`src/rtl/lfsr_pkg.sv`:
```
// Polynomial definition and lock-state encoding shared by the scrambler and descrambler.
package lfsr_pkg;

    localparam int unsigned LFSR_LEN = 32;
    localparam int unsigned TAP_A    = 31;
    localparam int unsigned TAP_B    = 29;
    localparam int unsigned TAP_C    = 25;
    localparam int unsigned TAP_D    = 24;

    localparam logic [LFSR_LEN-1:0] TAP_MASK = (LFSR_LEN'(1) << TAP_A) | (LFSR_LEN'(1) << TAP_B)
                                             | (LFSR_LEN'(1) << TAP_C) | (LFSR_LEN'(1) << TAP_D);

    // Fill, match and window counters all span one register length.
    localparam int unsigned          CNT_W   = 5;
    localparam logic [CNT_W-1:0]     CNT_MAX = CNT_W'(LFSR_LEN - 1);
    localparam int unsigned          WERR_W  = 6;
    localparam int unsigned          BCNT_W  = 3;

    typedef enum logic [1:0] {
        FILL   = 2'd0,
        CHECK  = 2'd1,
        LOCKED = 2'd2
    } lock_state_e;

endpackage

```
`src/rtl/lfsr_tap_xor.sv`:
```
// Combinational feedback of the 32-bit scrambling polynomial (taps 31, 29, 25, 24).
module lfsr_tap_xor
    import lfsr_pkg::*;
(
    input  logic [LFSR_LEN-1:0] state_i,
    output logic                fb_c_o
);

    assign fb_c_o = ^(state_i & TAP_MASK);

endmodule

```
`src/rtl/lfsr_descrambler.sv`:
```
// Self-synchronising descrambler with lock qualification, byte assembly and error counting.
module lfsr_descrambler
    import lfsr_pkg::*;
#(
    parameter logic        EXPECT   = 1'b1,
    parameter int unsigned LOSS_THR = 8,
    parameter int unsigned ERRW     = 16
) (
    input  logic            clk,
    input  logic            rst,
    input  logic            bit_in,
    input  logic            bit_en,
    output logic [7:0]      data,
    output logic            data_valid,
    output logic            locked,
    output logic [ERRW-1:0] err_count
);

    logic [LFSR_LEN-1:0] r_q, r_d;
    lock_state_e         state_q, state_d;
    logic [CNT_W-1:0]    fill_cnt_q, fill_cnt_d;
    logic [CNT_W-1:0]    match_cnt_q, match_cnt_d;
    logic [CNT_W-1:0]    win_cnt_q, win_cnt_d;
    logic [WERR_W-1:0]   win_err_q, win_err_d;
    logic [BCNT_W-1:0]   byte_cnt_q, byte_cnt_d;
    logic [6:0]          byte_sr_q, byte_sr_d;
    logic [7:0]          data_q, data_d;
    logic                dv_q, dv_d;
    logic                locked_q, locked_d;
    logic [ERRW-1:0]     err_q, err_d;

    logic fb_c;
    logic rec_c;
    logic miss_c;

    lfsr_tap_xor u_tap_xor (
        .state_i (r_q),
        .fb_c_o  (fb_c)
    );

    assign rec_c  = bit_in ^ fb_c;
    assign miss_c = (rec_c != EXPECT);

    // Next-state logic; everything advances only on a bit strobe.
    always_comb begin
        r_d         = r_q;
        state_d     = state_q;
        fill_cnt_d  = fill_cnt_q;
        match_cnt_d = match_cnt_q;
        win_cnt_d   = win_cnt_q;
        win_err_d   = win_err_q;
        byte_cnt_d  = byte_cnt_q;
        byte_sr_d   = byte_sr_q;
        data_d      = data_q;
        dv_d        = 1'b0;
        err_d       = err_q;

        if (bit_en) begin
            r_d = {r_q[LFSR_LEN-2:0], bit_in};
            unique case (state_q)
                FILL: begin
                    fill_cnt_d = fill_cnt_q + CNT_W'(1);
                    if (fill_cnt_q == CNT_MAX) begin
                        state_d     = CHECK;
                        match_cnt_d = '0;
                    end
                end
                CHECK: begin
                    if (!miss_c) begin
                        match_cnt_d = match_cnt_q + CNT_W'(1);
                        if (match_cnt_q == CNT_MAX) begin
                            state_d    = LOCKED;
                            win_cnt_d  = '0;
                            win_err_d  = '0;
                            byte_cnt_d = '0;
                        end
                    end else begin
                        match_cnt_d = '0;
                    end
                end
                LOCKED: begin
                    win_cnt_d  = win_cnt_q + CNT_W'(1);
                    byte_cnt_d = byte_cnt_q + BCNT_W'(1);
                    byte_sr_d  = {byte_sr_q[5:0], rec_c};
                    if (miss_c) begin
                        win_err_d = win_err_q + WERR_W'(1);
                        if (err_q != '1) begin
                            err_d = err_q + ERRW'(1);
                        end
                    end
                    if (miss_c && (win_err_q + WERR_W'(1) == WERR_W'(LOSS_THR))) begin
                        // Partial byte is abandoned; r keeps shifting so refill resyncs.
                        state_d    = FILL;
                        fill_cnt_d = '0;
                    end else begin
                        if (win_cnt_q == CNT_MAX) begin
                            win_err_d = '0;
                        end
                        if (byte_cnt_q == BCNT_W'(7)) begin
                            data_d = {byte_sr_q, rec_c};
                            dv_d   = 1'b1;
                        end
                    end
                end
                default: state_d = FILL;
            endcase
        end

        locked_d = (state_d == LOCKED);
    end

    always_ff @(posedge clk) begin
        if (rst) begin
            r_q         <= '0;
            state_q     <= FILL;
            fill_cnt_q  <= '0;
            match_cnt_q <= '0;
            win_cnt_q   <= '0;
            win_err_q   <= '0;
            byte_cnt_q  <= '0;
            byte_sr_q   <= '0;
            data_q      <= '0;
            dv_q        <= 1'b0;
            locked_q    <= 1'b0;
            err_q       <= '0;
        end else begin
            r_q         <= r_d;
            state_q     <= state_d;
            fill_cnt_q  <= fill_cnt_d;
            match_cnt_q <= match_cnt_d;
            win_cnt_q   <= win_cnt_d;
            win_err_q   <= win_err_d;
            byte_cnt_q  <= byte_cnt_d;
            byte_sr_q   <= byte_sr_d;
            data_q      <= data_d;
            dv_q        <= dv_d;
            locked_q    <= locked_d;
            err_q       <= err_d;
        end
    end

    assign data       = data_q;
    assign data_valid = dv_q;
    assign locked     = locked_q;
    assign err_count  = err_q;

endmodule
```
`config.mk`:
```
export PLATFORM = sky130hd
export DESIGN_NAME = lfsr_descrambler
export DESIGN_NICKNAME = d
export VERILOG_FILES = /design/src/rtl/lfsr_pkg.sv /design/src/rtl/lfsr_tap_xor.sv /design/src/rtl/lfsr_descrambler.sv
export SDC_FILE = /design/constraint.sdc
export NUM_CORES = 1
export LEC_CHECK = 0
export ABC_AREA = 0
export CORE_MARGIN = 1
export CORE_UTILIZATION = 58
export CTS_CLUSTER_SIZE = 10
export DETAILED_ROUTE_END_ITERATION = 12
export PLACE_DENSITY = 0.86
export SYNTH_ARGS = -nofsm -noshare
export SYNTH_HDL_FRONTEND = slang
export SYNTH_SLANG_ARGS = --single-unit
```
`constraint.sdc`:
```
create_clock -name clk -period 2.3 [get_ports clk]
set_input_delay 0.23 -clock clk [delete_from_list [all_inputs] [get_ports clk]]
set_output_delay 0.23 -clock clk [all_outputs]
set_load 0.005 [all_outputs]
```
==> flow_summary.ini <==
[sta]
finalHoldViolations = 0
fin_ws_ns = 0.228
clock.fmax_ghz = 0.483
setup_viol = 0
setup-tns-final_ns = 0
relSlewSlack = 0.645
fin_skew_ns = 0.0121
report.final.slew_viol_count = 0
period_share = 0.901
worst_slew_pin_slew_ns = 0.532
rsz0062_at_grt = no
layout_min_cycle_time_ns = 2.07

[power_and_ir_drop]
p_per_area_nw_per_um2 = 601
p_leak_nw = 1.75
p_total_mw = 2.72
peakVddDrop_mv = 0.445

[logic_synthesis]
synth_top_area_frac = 0.461
synth_edf_count = 0
netlist_area_sq_um = 3950
ys_top_cells_by_count = dfxtp_1 (91), nor2_1 (63), mux2i_1 (46)
ys.flop_type = dfxtp_1
synth_top_area_cell = dfxtp_1
synth_seq_cells = 91
synthesis.instances = 426
yosysMostFrequentCell = dfxtp_1
ys_warn_count = 0
synth_area_leaders = dfxtp_1 (46%), mux2i_1 (12%), nor2_1 (6.0%), ha_1 (3.5%), xor2_1 (3.1%)
ys_async_sr_fraction = 0
post_synth.cell_area_avg_sq_um = 9.28
ys_seq_area_frac = 0.461
ys_types = 47
syn-num-nets = 441

[setup_path]
cp-startpoint = err_count[0]
cp-end-kind = flip-flop
reg2reg_depth = 7
arrival_ns = 2.34
critPathMaxFanout = 8
rr_startpoint = err_count[0]
reg2reg_slack_ns = 0.23
worstSetupPathType = flip-flop to flip-flop
crit_path_end = err_count[1]
required_ns = 2.56
r2r_end = err_count[1]
setup.worst_path.start_class = flip-flop

[placement]
gp_congestion = 0.815
portBuffers = 29
pre_cts_ws_ns = 0.0929
dpl.cell_count = 523
place_hpwl_um = 5000

[floorplanning]
dieArea_sq_um = 7150
die_h_um = 84.6
initial_core_util = 0.612
boundaryPins = 30
rows = 29
core-area_sq_um = 6460
die_x_um = 84.6

[final_layout]
fillCellCount = 497
drive_above_1_share = 0.0952
n_antenna_cell = 0
fin_cells = 539
syn2layout_area_growth_pct = 14.3
fin_nets = 472

[drt]
viasPerCell = 5.70
drt_iter0_markers = 132
drt-total-wl_um = 7260
vias = 3074
drcViolationCount = 1
post_drt_wl_per_cell_um = 13.5
firstDrtPassIters = 8
drt.antenna.violating_nets = 0

[grt]
track_usage = 0.221
grt_max_degree = 36
grt_overflow = 0
antenna_found_initial = 0
grt_pass1_vias = 2980
grt_pass1_wl_um = 12900

[cts]
clk_pin_slew_ns = 0.10
ctsHoldBuffers = 0
cts_inserted_buffers = 9
root_buffer = clkbuf_8
ctsResizeCount = 0
clock_sinks = 91
cts_tree = yes
h-tree-depth = 3
clockBufferDepth = 2
clkLatencyLatePin_ns = 0.37
cts_setup_buffers = 0

[run_status]
violations = DRC
outcome = complete, but fails checks

[run]
maxCapViolations = 0

[hold_path]
hold_class = primary input to flip-flop
## report_power, final
group / leakage (nW) / total (mW) / internal (mW) / switching, mW
logic: 0.918 / 0.0928 / 0.0341 / 0.0587
clock network: 0.0958 / 1.04 / 0.422 / 0.619
registers: 0.733 / 1.58 / 1.58 / 0.00463
## metal layers
layer / global-route usage / up-vias / routed length [um]
li1: - / 1546 / -
met2: 0.368 / 80 / 3450
met3: 0.0482 / 11 / 308
met5: 0 / - / 0
met4: 0.0924 / 0 / 102
met1: 0.276 / 1437 / 3400
## stage by stage
step / instance area (sq um) / hold WS (ns) / util
floorplan: 3950 / 0.377 / -
global placement: 4330 / 0.445 / 0.670
detailed placement: 4330 / 0.467 / 0.670
CTS: 4520 / 0.317 / 0.700
global route: 4520 / 0.380 / 0.700
finish: 4520 / 0.327 / 0.700
## kinds of logic (layout without fill, tap and decap cells)
group           count (synthesis)  count (layout)  share of synthesized area
simple gates                  175             175                      0.216
flops                          91              91                      0.461
compound gates                 52              52                     0.0835
mux                            47              47                      0.120
buf+inv                        29              65                     0.0345
xor+xnor                       21              21                     0.0503
fa+ha+maj                      11              11                     0.0348
## worst max-delay path: stages (launching register included)
cell	delay (ns)
dfxtp_1	0.42
ha_1	0.21
nand3_1	0.10
or4_4	0.56
o211ai_4	0.28
buf_4	0.18
mux2i_1	0.17
nor2_1	0.05
## layout make-up
cell class | instances | area [sq um] | area share
Timing Repair Buffer | 45 | 400 | 0.0886
Sequential cell | 91 | 1820 | 0.403
Inverter | 4 | 15.0 | 0.00332
Clock buffer | 9 | 124 | 0.0274
Clock inverter | 7 | 67.6 | 0.0149
Multi-Input combinational cell | 306 | 2000 | 0.441
Tap cell | 77 | 96.3 | 0.0213
## sequential cells by signal, indices dropped and copies added (netlist names)
name	count
win_err_q	6
win_cnt_q	5
locked	1
match_cnt_q	5
byte_cnt_q	3
err_count	16
fill_cnt_q	5
state_q	2
r_q	32
data_valid	1
data	8
byte_sr_q	7
## worst min-delay path by stage
stage,startpoint,to,slack (ns),cells after the start
finish,rst,data_valid,0.33,2
detailed placement,byte_sr_q[2],byte_sr_q[3],0.47,2
CTS,rst,data_valid,0.32,2
floorplan,bit_in,r_q[0],0.38,2
global placement,byte_sr_q[6],byte_sr_q[6],0.44,2
global route,rst,data_valid,0.38,2
## placed cells by master, fill, tap and decap left out, types with 2 or more instances in the layout
cell type and n:
a21oi_1 22, a22oi_1 2, a31oi_1 4, and3_1 7, buf_2 2, buf_4 16, clkbuf_8 9, clkdlybuf4s50_1 27
clkinv_4 2, dfxtp_1 91, ha_1 11, inv_1 4, inv_8 3, mux2i_1 46, nand2_1 32, nand2b_1 16
nand3_1 9, nand3b_1 3, nand4_1 13, nor2_1 63, nor2b_1 5, nor3_1 11, o21ai_0 12, or2_2 2
or3_1 5, or4_1 3, xnor2_1 6, xor2_1 14
Note: power is estimated with default switching activity, not from simulation.
